$ cat src/rtl/m2_pkg.sv
// rtl/m2_pkg.sv - shared types, plane encodings and sample helpers for the Milestone 2 IDCT pipeline
package m2_pkg;

    typedef enum logic [1:0] {
        S_WS_IDLE     = 2'd0,
        S_WS_READ     = 2'd1,
        S_WS_LEAD_OUT = 2'd2,
        S_WS_DONE     = 2'd3
    } ws_state_type;

    localparam logic [1:0] PLANE_Y       = 2'd0;
    localparam logic [1:0] PLANE_U       = 2'd1;
    localparam logic [1:0] PLANE_V       = 2'd2;
    localparam logic [1:0] PLANE_ILLEGAL = 2'd3;

    localparam int Y_WIDTH_WORDS  = 160;
    localparam int UV_WIDTH_WORDS = 80;
    localparam int BLOCK_WORDS    = 32;

    // Saturate a signed 32-bit reconstructed sample into the 0..255 pixel range.
    function automatic logic [7:0] clip_sample(input logic [31:0] value);
        logic [7:0] result;
        if (value[31])
            result = 8'd0;
        else if (|value[30:8])
            result = 8'd255;
        else
            result = value[7:0];
        return result;
    endfunction

    function automatic logic sample_is_clipped(input logic [31:0] value);
        return value[31] | (|value[30:8]);
    endfunction

endpackage

$ cat src/rtl/m2_ws_addr_gen.sv
// rtl/m2_ws_addr_gen.sv - SRAM word address of one packed word of an 8x8 block
// Ports:
//   plane        in  2   0=Y, 1=U, 2=V, 3=illegal (addressed like Y)
//   block_col    in  6   block column
//   block_row    in  5   block row
//   word_index   in  5   packed word j within the block (row j/4, column j%4)
//   address      out 18  BASE + (8*row + j/4)*W + 4*col + j%4, modulo 2^18
module m2_ws_addr_gen
    import m2_pkg::*;
#(
    parameter logic [17:0] Y_BASE = 18'd0,
    parameter logic [17:0] U_BASE = 18'd38400,
    parameter logic [17:0] V_BASE = 18'd57600
) (
    input  logic [1:0]  plane,
    input  logic [5:0]  block_col,
    input  logic [4:0]  block_row,
    input  logic [4:0]  word_index,
    output logic [17:0] address
);

    logic [17:0] base;
    logic [17:0] width;
    logic [7:0]  row_term;
    logic [7:0]  col_term;
    logic [17:0] row_offset;

    always_comb begin
        base  = Y_BASE;
        width = 18'(Y_WIDTH_WORDS);
        case (plane)
            PLANE_U: begin
                base  = U_BASE;
                width = 18'(UV_WIDTH_WORDS);
            end
            PLANE_V: begin
                base  = V_BASE;
                width = 18'(UV_WIDTH_WORDS);
            end
            default: begin
                base  = Y_BASE;
                width = 18'(Y_WIDTH_WORDS);
            end
        endcase

        // Sample row within the plane and word column within the SRAM line;
        // both fit in 8 bits for any 5-bit row / 6-bit column.
        row_term   = {block_row, 3'b000} + {5'd0, word_index[4:2]};
        col_term   = {block_col, 2'b00} + {6'd0, word_index[1:0]};
        row_offset = {10'd0, row_term} * width;
        address    = base + row_offset + {10'd0, col_term};
    end

endmodule

$ cat src/rtl/m2_ws_writer.sv
// rtl/m2_ws_writer.sv - Write-S stage: clip, pack and store one 8x8 block of S samples to SRAM
// Optional feature macro: WS_CLIP_COUNT_EN (adds WS_clip_count).
// Ports:
//   CLOCK_50_I        in  1   system clock
//   Resetn            in  1   asynchronous active-low reset
//   WS_start          in  1   start one block, sampled in S_WS_IDLE only
//   WS_plane          in  2   0=Y, 1=U, 2=V, 3=illegal (no SRAM writes)
//   WS_block_col      in  6   block column
//   WS_block_row      in  5   block row
//   WS_busy           out 1   block in progress, through the done cycle
//   WS_done           out 1   one-cycle completion pulse
//   RAM_read_address  out 7   DP-RAM port-a address
//   RAM_read_data     in  32  signed S sample, one cycle after its address
//   SRAM_address      out 18  SRAM word address
//   SRAM_write_data   out 16  two clipped samples, even in [15:8]
//   SRAM_we_n         out 1   active-low SRAM write enable
//   WS_clip_count     out 7   samples clipped in the current block (WS_CLIP_COUNT_EN only)
module m2_ws_writer
    import m2_pkg::*;
#(
    parameter logic [17:0] Y_BASE = 18'd0,
    parameter logic [17:0] U_BASE = 18'd38400,
    parameter logic [17:0] V_BASE = 18'd57600
) (
    input  logic        CLOCK_50_I,
    input  logic        Resetn,
    input  logic        WS_start,
    input  logic [1:0]  WS_plane,
    input  logic [5:0]  WS_block_col,
    input  logic [4:0]  WS_block_row,
    output logic        WS_busy,
    output logic        WS_done,
    output logic [6:0]  RAM_read_address,
    input  logic [31:0] RAM_read_data,
    output logic [17:0] SRAM_address,
    output logic [15:0] SRAM_write_data,
    output logic        SRAM_we_n
`ifdef WS_CLIP_COUNT_EN
    ,
    output logic [6:0]  WS_clip_count
`endif
);

    ws_state_type ws_state;
    ws_state_type ws_state_next;

    logic        start_accept;
    logic        last_read;
    logic        lead_cnt;

    logic [1:0]  plane_q;
    logic [5:0]  col_q;
    logic [4:0]  row_q;

    // Tracks which sample RAM_read_data carries this cycle.
    logic        data_valid;
    logic [5:0]  data_index;

    logic [7:0]  even_byte;
    logic [7:0]  clipped_byte;
    logic [17:0] word_address;

    assign clipped_byte = clip_sample(RAM_read_data);
    assign last_read    = (RAM_read_address == 7'd63);

    m2_ws_addr_gen #(
        .Y_BASE (Y_BASE),
        .U_BASE (U_BASE),
        .V_BASE (V_BASE)
    ) u_addr_gen (
        .plane      (plane_q),
        .block_col  (col_q),
        .block_row  (row_q),
        .word_index (data_index[5:1]),
        .address    (word_address)
    );

    always_ff @(posedge CLOCK_50_I or negedge Resetn) begin
        if (!Resetn)
            ws_state <= S_WS_IDLE;
        else
            ws_state <= ws_state_next;
    end

    always_comb begin
        ws_state_next = ws_state;
        start_accept  = 1'b0;
        WS_busy       = 1'b1;
        WS_done       = 1'b0;
        case (ws_state)
            S_WS_IDLE: begin
                WS_busy = 1'b0;
                if (WS_start) begin
                    start_accept  = 1'b1;
                    ws_state_next = S_WS_READ;
                end
            end
            S_WS_READ: begin
                if (last_read)
                    ws_state_next = S_WS_LEAD_OUT;
            end
            S_WS_LEAD_OUT: begin
                // Two cycles: one for the last RAM read to land, one to
                // register the final SRAM write.
                if (lead_cnt)
                    ws_state_next = S_WS_DONE;
            end
            S_WS_DONE: begin
                WS_done       = 1'b1;
                ws_state_next = S_WS_IDLE;
            end
            default: begin
                ws_state_next = S_WS_IDLE;
            end
        endcase
    end

    always_ff @(posedge CLOCK_50_I or negedge Resetn) begin
        if (!Resetn) begin
            plane_q          <= PLANE_Y;
            col_q            <= 6'd0;
            row_q            <= 5'd0;
            RAM_read_address <= 7'd0;
            lead_cnt         <= 1'b0;
            data_valid       <= 1'b0;
            data_index       <= 6'd0;
            even_byte        <= 8'd0;
            SRAM_address     <= 18'd0;
            SRAM_write_data  <= 16'd0;
            SRAM_we_n        <= 1'b1;
        end else begin
            if (start_accept) begin
                plane_q          <= WS_plane;
                col_q            <= WS_block_col;
                row_q            <= WS_block_row;
                RAM_read_address <= 7'd0;
            end else if (ws_state == S_WS_READ && !last_read) begin
                RAM_read_address <= RAM_read_address + 7'd1;
            end

            lead_cnt   <= (ws_state == S_WS_LEAD_OUT) ? ~lead_cnt : 1'b0;
            data_valid <= (ws_state == S_WS_READ);
            data_index <= RAM_read_address[5:0];

            if (data_valid && !data_index[0])
                even_byte <= clipped_byte;

            // The odd sample completes a word; the illegal plane runs the
            // full sequence but never asserts the write strobe.
            if (data_valid && data_index[0]) begin
                SRAM_address    <= word_address;
                SRAM_write_data <= {even_byte, clipped_byte};
                SRAM_we_n       <= (plane_q == PLANE_ILLEGAL);
            end else begin
                SRAM_we_n       <= 1'b1;
            end
        end
    end

`ifdef WS_CLIP_COUNT_EN
    always_ff @(posedge CLOCK_50_I or negedge Resetn) begin
        if (!Resetn)
            WS_clip_count <= 7'd0;
        else if (start_accept)
            WS_clip_count <= 7'd0;
        else if (data_valid && sample_is_clipped(RAM_read_data))
            WS_clip_count <= WS_clip_count + 7'd1;
    end
`endif

endmodule

$ cat config.mk
export PLATFORM = sky130hd
export DESIGN_NAME = m2_ws_writer
export DESIGN_NICKNAME = d
export VERILOG_FILES = /design/src/rtl/m2_pkg.sv /design/src/rtl/m2_ws_addr_gen.sv /design/src/rtl/m2_ws_writer.sv
export SDC_FILE = /design/constraint.sdc
export NUM_CORES = 1
export LEC_CHECK = 0
export BUFFER_PORTS_ARGS = -buffer_cell sky130_fd_sc_hd__clkbuf_2
export CORE_MARGIN = 2
export CORE_UTILIZATION = 50
export DETAILED_ROUTE_END_ITERATION = 6
export PLACE_DENSITY = 0.75
export SETUP_SLACK_MARGIN = 0.2
export SLEW_MARGIN = 10
export SYNTH_ARGS = -nofsm -noshare
export SYNTH_HDL_FRONTEND = slang
export SYNTH_SLANG_ARGS = --single-unit
$ cat constraint.sdc
create_clock -name CLOCK_50_I -period 7.3 [get_ports CLOCK_50_I]
set_input_delay 1.46 -clock CLOCK_50_I [delete_from_list [all_inputs] [get_ports CLOCK_50_I]]
set_output_delay 1.46 -clock CLOCK_50_I [all_outputs]
set_load 0.05 [all_outputs]
==> qor.csv, run 1 <==
metric,value,unit
outcome,"complete, no violations",
drive_above_1_share,27.43,%
tritoncts,yes,
die_area,9343,µm²
first_pass_iters,4,
die_x,96.66,µm
path_buf_inv,3,
multi_input_area,2317,µm²
cp_cell_sequence,"inv_1, ha_1, nor2b_1, or2_2, ha_1, inv_1, fa_1, inv_1, ha_1, ha_1, ha_1, nor2b_1, o21ai_0, a21boi_0, or4b_2, nand3_1, ha_1, or4b_1, or4_1, nand3_1",
vias,3234,
antenna-diode-count,0,
slowest_stage,or4b_2,
max_freq,0.1748,GHz
synth_edf_count,0,
min_period_over_period,78.37,%
wl_met1,3729,µm
cap_violations,0,
dpl.cell_count,603,
ios,92,
grt_setup_unrepaired,no,
cts-root-buf,clkbuf_8,
routed_wl,8330,µm
fillerInstances,706,
clock_sinks,72,
vias_per_cell,5.225,
cp.required,7.59,ns
routed-wl-met2,4246,µm
worst_slew_pin_slew,0.9283,ns
die_h,96.66,µm
path_clk_slew,0.08,ns
ctsHoldBuffers,0,
rows,33,
ant_nets,0,
grt_first_pass_wirelength,14160,µm
synth_cell_types,49,
critPathKind,register to register,
cts_setup_buffers,0,
yosys.area_share.adder,18.89,%
synthToLayoutAreaGrowth,18.10,%
synth_compound_area_share,12.10,%
dp_hpwl,6458,µm
synthMuxAreaShare,7.316,%
instances_no_fill,619,
async_flop_share,100.0,%
wl_met3,291,µm
post_cts_resized,0,
crit_path_start_kind,register,
synth_xor_area_share,2.652,%
drc,0,
track_usage,18.38,%
regArea,1803,µm²
max_stage_delay,0.63,ns
clk_latency,0.35,ns
synth-simple-area-share,12.68,%
yosysWarnings,0,
dr.first_iter.drc_count,118,
synth_top_family_by_area,adder cells,
gp_congestion,0.8730,
slew_violations,0,
clock_path_buffers,2,
hold_path_class,register to register,
cp_common_cell,ha_1,
crit_path_max_fanout,13,
setup_tns,0,ns
synth_area_per_cell,10.29,µm²
dr.max_layer_used,met4,
syn-cell-area,4293,µm²
cp.arrival,6.01,ns
end_kind,register,
period_needed,5.721,ns
globalRoute.totalOverflow,0,
slew_headroom,38.08,%
yosys_register_bits,72,
grt_max_degree,73,
cpLargestDelayFamily,adder cells,
numCtsBuffers,9,
layout.nets,617,
syn_inst,417,
finalSetupViolations,0,
start_util,51.98,%
ys.flop_type,dfrtp_1,
htreeDepth,3,
finalHoldViolations,0,
antenna_found_initial,0,
hold-worst-slack,0.4173,ns
detail_route.wl_per_cell,13.46,µm
seq_area_frac_synth,42.00,%
grt_pass1_vias,3130,
skew,0.008451,ns
portBuffers,90,
core_area,8258,µm²
worst paths after layout:
kind | from | to | slack, ns | cells past startpoint
worst max register to register | plane_q[0]$_DFFE_PN0P_ | SRAM_address[15]$_DFFE_PN0P_ | 1.58 | 20
worst min-delay path | lead_cnt$_DFF_PN0_ | lead_cnt$_DFF_PN0_ | 0.42 | 1
worst max-delay path | plane_q[0]$_DFFE_PN0P_ | SRAM_address[15]$_DFFE_PN0P_ | 1.58 | 20
worst min register to register | lead_cnt$_DFF_PN0_ | lead_cnt$_DFF_PN0_ | 0.42 | 1
max in group asynchronous | Resetn | row_q[0]$_DFFE_PN0P_ | 5.42 | 2
min in group asynchronous | Resetn | SRAM_write_data[15]$_DFFE_PN0P_ | 1.31 | 2
kinds of logic after synthesis:
kind of cell | after synthesis
mux | 28
buf+inv | 47
simple gates | 110
fa+ha+maj | 60
compound gates | 85
other cells | 2
flops | 72
xor+xnor | 13
stage by stage:
stage	cell area, µm²	utilization [%]	setup WS (ns)
2_1_floorplan	4300	-	1.922
3_3_place_gp	4848	58.71	1.819
3_5_place_dp	4848	58.71	1.609
4_1_cts	5070	61.39	1.566
5_1_grt	5070	61.39	1.276
6_report	5070	61.39	1.579
worst register-to-register path, delay by kind of cell (launching register included):
kind	cells	cell delay, ns
AOI/OAI and AO/OA	2	0.37
adders and majority gates	7	2.44
buffers and inverters	3	0.17
DFF	1	0.39
and+or+nand+nor	8	2.29
flip-flops by register name, indices dropped and copies added (netlist names):
register and flops:
SRAM_address 17, SRAM_write_data 16, even_byte 8, RAM_read_address 7, col_q 6, data_index 6, row_q 5, plane_q 2
ws_state 2, SRAM_we_n 1, data_valid 1, lead_cnt 1
cells in the mapped netlist (all sizes together) (8+ instances only):
| cell | number | share of area [%] |
|---|---|---|
| a21oi | 15 | 1.7 |
| clkbuf | 12 | 1.0 |
| dfrtp | 71 | 41 |
| fa | 8 | 3.7 |
| ha | 52 | 15 |
| inv | 33 | 2.9 |
| mux2 | 27 | 7.1 |
| nand2 | 42 | 3.7 |
| nor2 | 18 | 1.6 |
| o21ai | 37 | 4.3 |
| o21bai | 10 | 1.7 |
| xnor2 | 8 | 1.6 |
metal layers:
layer / up-vias / global-route usage [%]
met3: 6 / 5.130
li1: 1624 / -
met2: 38 / 31.84
met4: 0 / 5.092
met5: - / 0
met1: 1566 / 22.52
layout by cell type (no fill, tap or decap), types with 10 or more instances in the layout:
cell type,instances
a21oi_1,15
clkbuf_2,89
clkbuf_8,10
dfrtp_1,71
ha_1,52
inv_1,33
mux2_2,27
nand2_1,42
nor2_1,17
o21ai_0,37
o21bai_1,10
cell type report:
cell class              instances  share of cell area [%]
multi-input cells             300                   45.71
flip-flops and latches         72                   35.56
repair buffers                 93                   9.329
clock buffers                  12                   2.863
well taps                     105                   2.591
inverters                      33                   2.443
clock inverters                 4                   1.505
Power of run 1 is left out: the tool's default activity adds up to more than one toggle a clock period on the data nets, which glitch-free logic cannot reach.
==> run 2, diff against run 1 <==
ABC_AREA = 1   (was unset)
clock period = 5.8 ns   (was 7.3 ns; I/O delays follow)
==> qor.csv, run 2 <==
metric,value,unit,change
path_clk_slew,0.08,ns,about the same
die_x,97.84,µm,+1.2%
dp_hpwl,7239,µm,+12%
ant_nets,0,,unchanged
yosysTopAreaCellShare,40.35,%,-1.0 points
htreeDepth,3,,unchanged
yosys-top-cells-count,"145 x nand2_1, 76 x inv_1, 71 x dfrtp_1, 52 x ha_1, 31 x nand3_1",,
clock_path_buffers,2,,unchanged
grt_first_pass_wirelength,16010,µm,+13%
end_kind,register,,
yosys_register_bits,72,,unchanged
yosysMostFrequentCell,nand2_1,,
post_cts_resized,0,,unchanged
final_cell_mix,"145 x nand2_1, 89 x clkbuf_2, 76 x inv_1",,
rows,34,,+3.0%
syn-cell-area,4403,µm²,+2.6%
start_util,50.99,%,-1.0 points
finalSetupViolations,0,,unchanged
clock_sinks,72,,unchanged
vias_per_cell,4.974,,-4.8%
dr.first_iter.drc_count,108,,-8.5%
detail_route.wl_per_cell,12.72,µm,-5.5%
fillerInstances,790,,+12%
outcome,"complete, no violations",,
antenna-diode-count,0,,unchanged
cts_setup_buffers,0,,unchanged
antenna_found_initial,0,,unchanged
globalRouteMet2Util,33.40,%,+1.6 points
max_freq,0.2023,GHz,+16%
period_needed,4.943,ns,-0.7773 ns
first_pass_iters,4,,unchanged
yosys.area.top_type,dfrtp_1,,
met3_usage,3.508,%,-1.6 points
worst_slew_pin_slew,0.9901,ns,+0.06183 ns
synth_area_per_cell,8.307,µm²,-19%
clk_latency,0.34,ns,about the same
seq_area_frac_synth,40.95,%,-1.1 points
ctsHoldBuffers,0,,unchanged
cap_violations,0,,unchanged
ios,92,,unchanged
grt_max_degree,73,,unchanged
cp.arrival,5.17,ns,-0.84 ns
yosysWarnings,0,,unchanged
drc,0,,unchanged
globalRoute.totalOverflow,0,,unchanged
finalHoldViolations,0,,unchanged
track_usage,20.21,%,+1.8 points
cp.required,6.03,ns,-1.56 ns
slew_headroom,33.75,%,-4.3 points
grtUsageMet1,26.51,%,+4.0 points
setup_tns,0,ns,unchanged
layout.nets,725,,+18%
critPathKind,register to register,,
synthToLayoutAreaGrowth,16.99,%,
vias,3631,,+12%
numCtsBuffers,9,,unchanged
cts-root-buf,clkbuf_8,,
skew,0.008425,ns,-0.00002570 ns
tritoncts,yes,,
async_flop_share,100.0,%,unchanged
synth_cell_types,35,,-29%
syn_inst,530,,+27%
ys_top_cells_by_area,"dfrtp_1 40%, ha_1 15%, nand2_1 12%",,
grt_setup_unrepaired,no,,
final_core_util,59.65,%,-1.7 points
top_register,SRAM_address,,
min_period_over_period,85.23,%,+6.9 points
crit_path_max_fanout,14,,+1
reg_top3,"SRAM_address: 17 flops, SRAM_write_data: 16 flops, even_byte: 8 flops",,
die_h,97.84,µm,+1.2%
crit_path_start_kind,register,,
synth_edf_count,0,,unchanged
drive_above_1_share,20.10,%,-7.3 points
slew_violations,0,,unchanged
die_area,9573,µm²,+2.5%
grt.busiest_layer,met2,,
portBuffers,90,,unchanged
hold_path_class,register to register,,
core_area,8636,µm²,+4.6%
largest_reg_flops,17,,unchanged
grt_pass1_vias,3586,,+15%
layout.cells.most_common,nand2_1,,
gp_congestion,0.8841,,+1.3%
routed_wl,9285,µm,+11%
ys.flop_type,dfrtp_1,,
run 2: worst paths after layout:
path / start / to / slack (ns) / depth (start not counted)
max in group asynchronous: Resetn / col_q[3]$_DFFE_PN0P_ / 4.30 / 1
min in group asynchronous: Resetn / SRAM_address[13]$_DFFE_PN0P_ / 0.92 / 1
setup / recovery: plane_q[0]$_DFFE_PN0P_ / SRAM_address[15]$_DFFE_PN0P_ / 0.86 / 27
setup reg to reg: plane_q[0]$_DFFE_PN0P_ / SRAM_address[15]$_DFFE_PN0P_ / 0.86 / 27
hold / removal: lead_cnt$_DFF_PN0_ / lead_cnt$_DFF_PN0_ / 0.43 / 1
hold reg to reg: lead_cnt$_DFF_PN0_ / lead_cnt$_DFF_PN0_ / 0.43 / 1
run 2: area by class of cell:
type,instances,area [µm²],area share [%]
Clock buffer,10,127.6,2.478
Clock inverter,6,92.59,1.797
Inverter,80,300.3,5.829
Multi-Input combinational cell,363,2232,43.33
Sequential cell,72,1803,35.00
Tap cell,108,135.1,2.623
Timing Repair Buffer,91,460.4,8.939
run 2: kinds of logic (layout without fill, tap and decap cells):
kind of cell | Yosys count | count (layout) | share of synthesized area, %
buffers and inverters | 97 | 187 | 8.525
adder cells (fa/ha/maj) | 60 | 60 | 18.41
XOR/XNOR | 10 | 10 | 1.989
AO/OA/AOI/OAI | 60 | 60 | 7.275
AND/OR/NAND/NOR | 229 | 229 | 22.68
other | 2 | 4 | 0.1706
flip-flops | 72 | 72 | 40.95
run 2: critical path, cell delays in order, from the launching register on:
cell and delay (ns):
dfrtp_1 0.39, inv_1 0.07, ha_1 0.50, inv_1 0.21, nand2_1 0.16, nand2_1 0.07, ha_1 0.27, inv_1 0.05
fa_1 0.51, inv_1 0.05, ha_1 0.29, ha_1 0.31, inv_1 0.06, fa_1 0.47, o21ai_1 0.15, nand2_1 0.06
nand2_1 0.06, nand2_1 0.06, nand2_1 0.06, a21oi_1 0.07, xnor2_1 0.13, ha_1 0.31, inv_1 0.11, nor2_1 0.06
nor2_1 0.14, nand3_1 0.09, nand3_1 0.08, nand2_1 0.05
run 2: layer usage:
layer,routed length [µm],part of all wire [%],vias up
li1,-,-,1859
met1,4238,46,1664
met2,4446,48,83
met3,358,3.9,25
met4,242,2.6,0
met5,0,0,-
run 2: per-stage QoR:
step / worst slack [ns] / hold slack [ns] / area [µm²] / cells
2_1_floorplan: 1.351 / 0.3880 / 4410 / 532
3_3_place_gp: 1.153 / 0.4013 / 4931 / 714
3_5_place_dp: 0.9016 / 0.4124 / 4931 / 714
4_1_cts: 0.8468 / 0.4329 / 5151 / 730
5_1_grt: 0.4711 / 0.4453 / 5151 / 730
6_report: 0.8565 / 0.4279 / 5151 / 730
Power of run 2 is left out for the same reason.
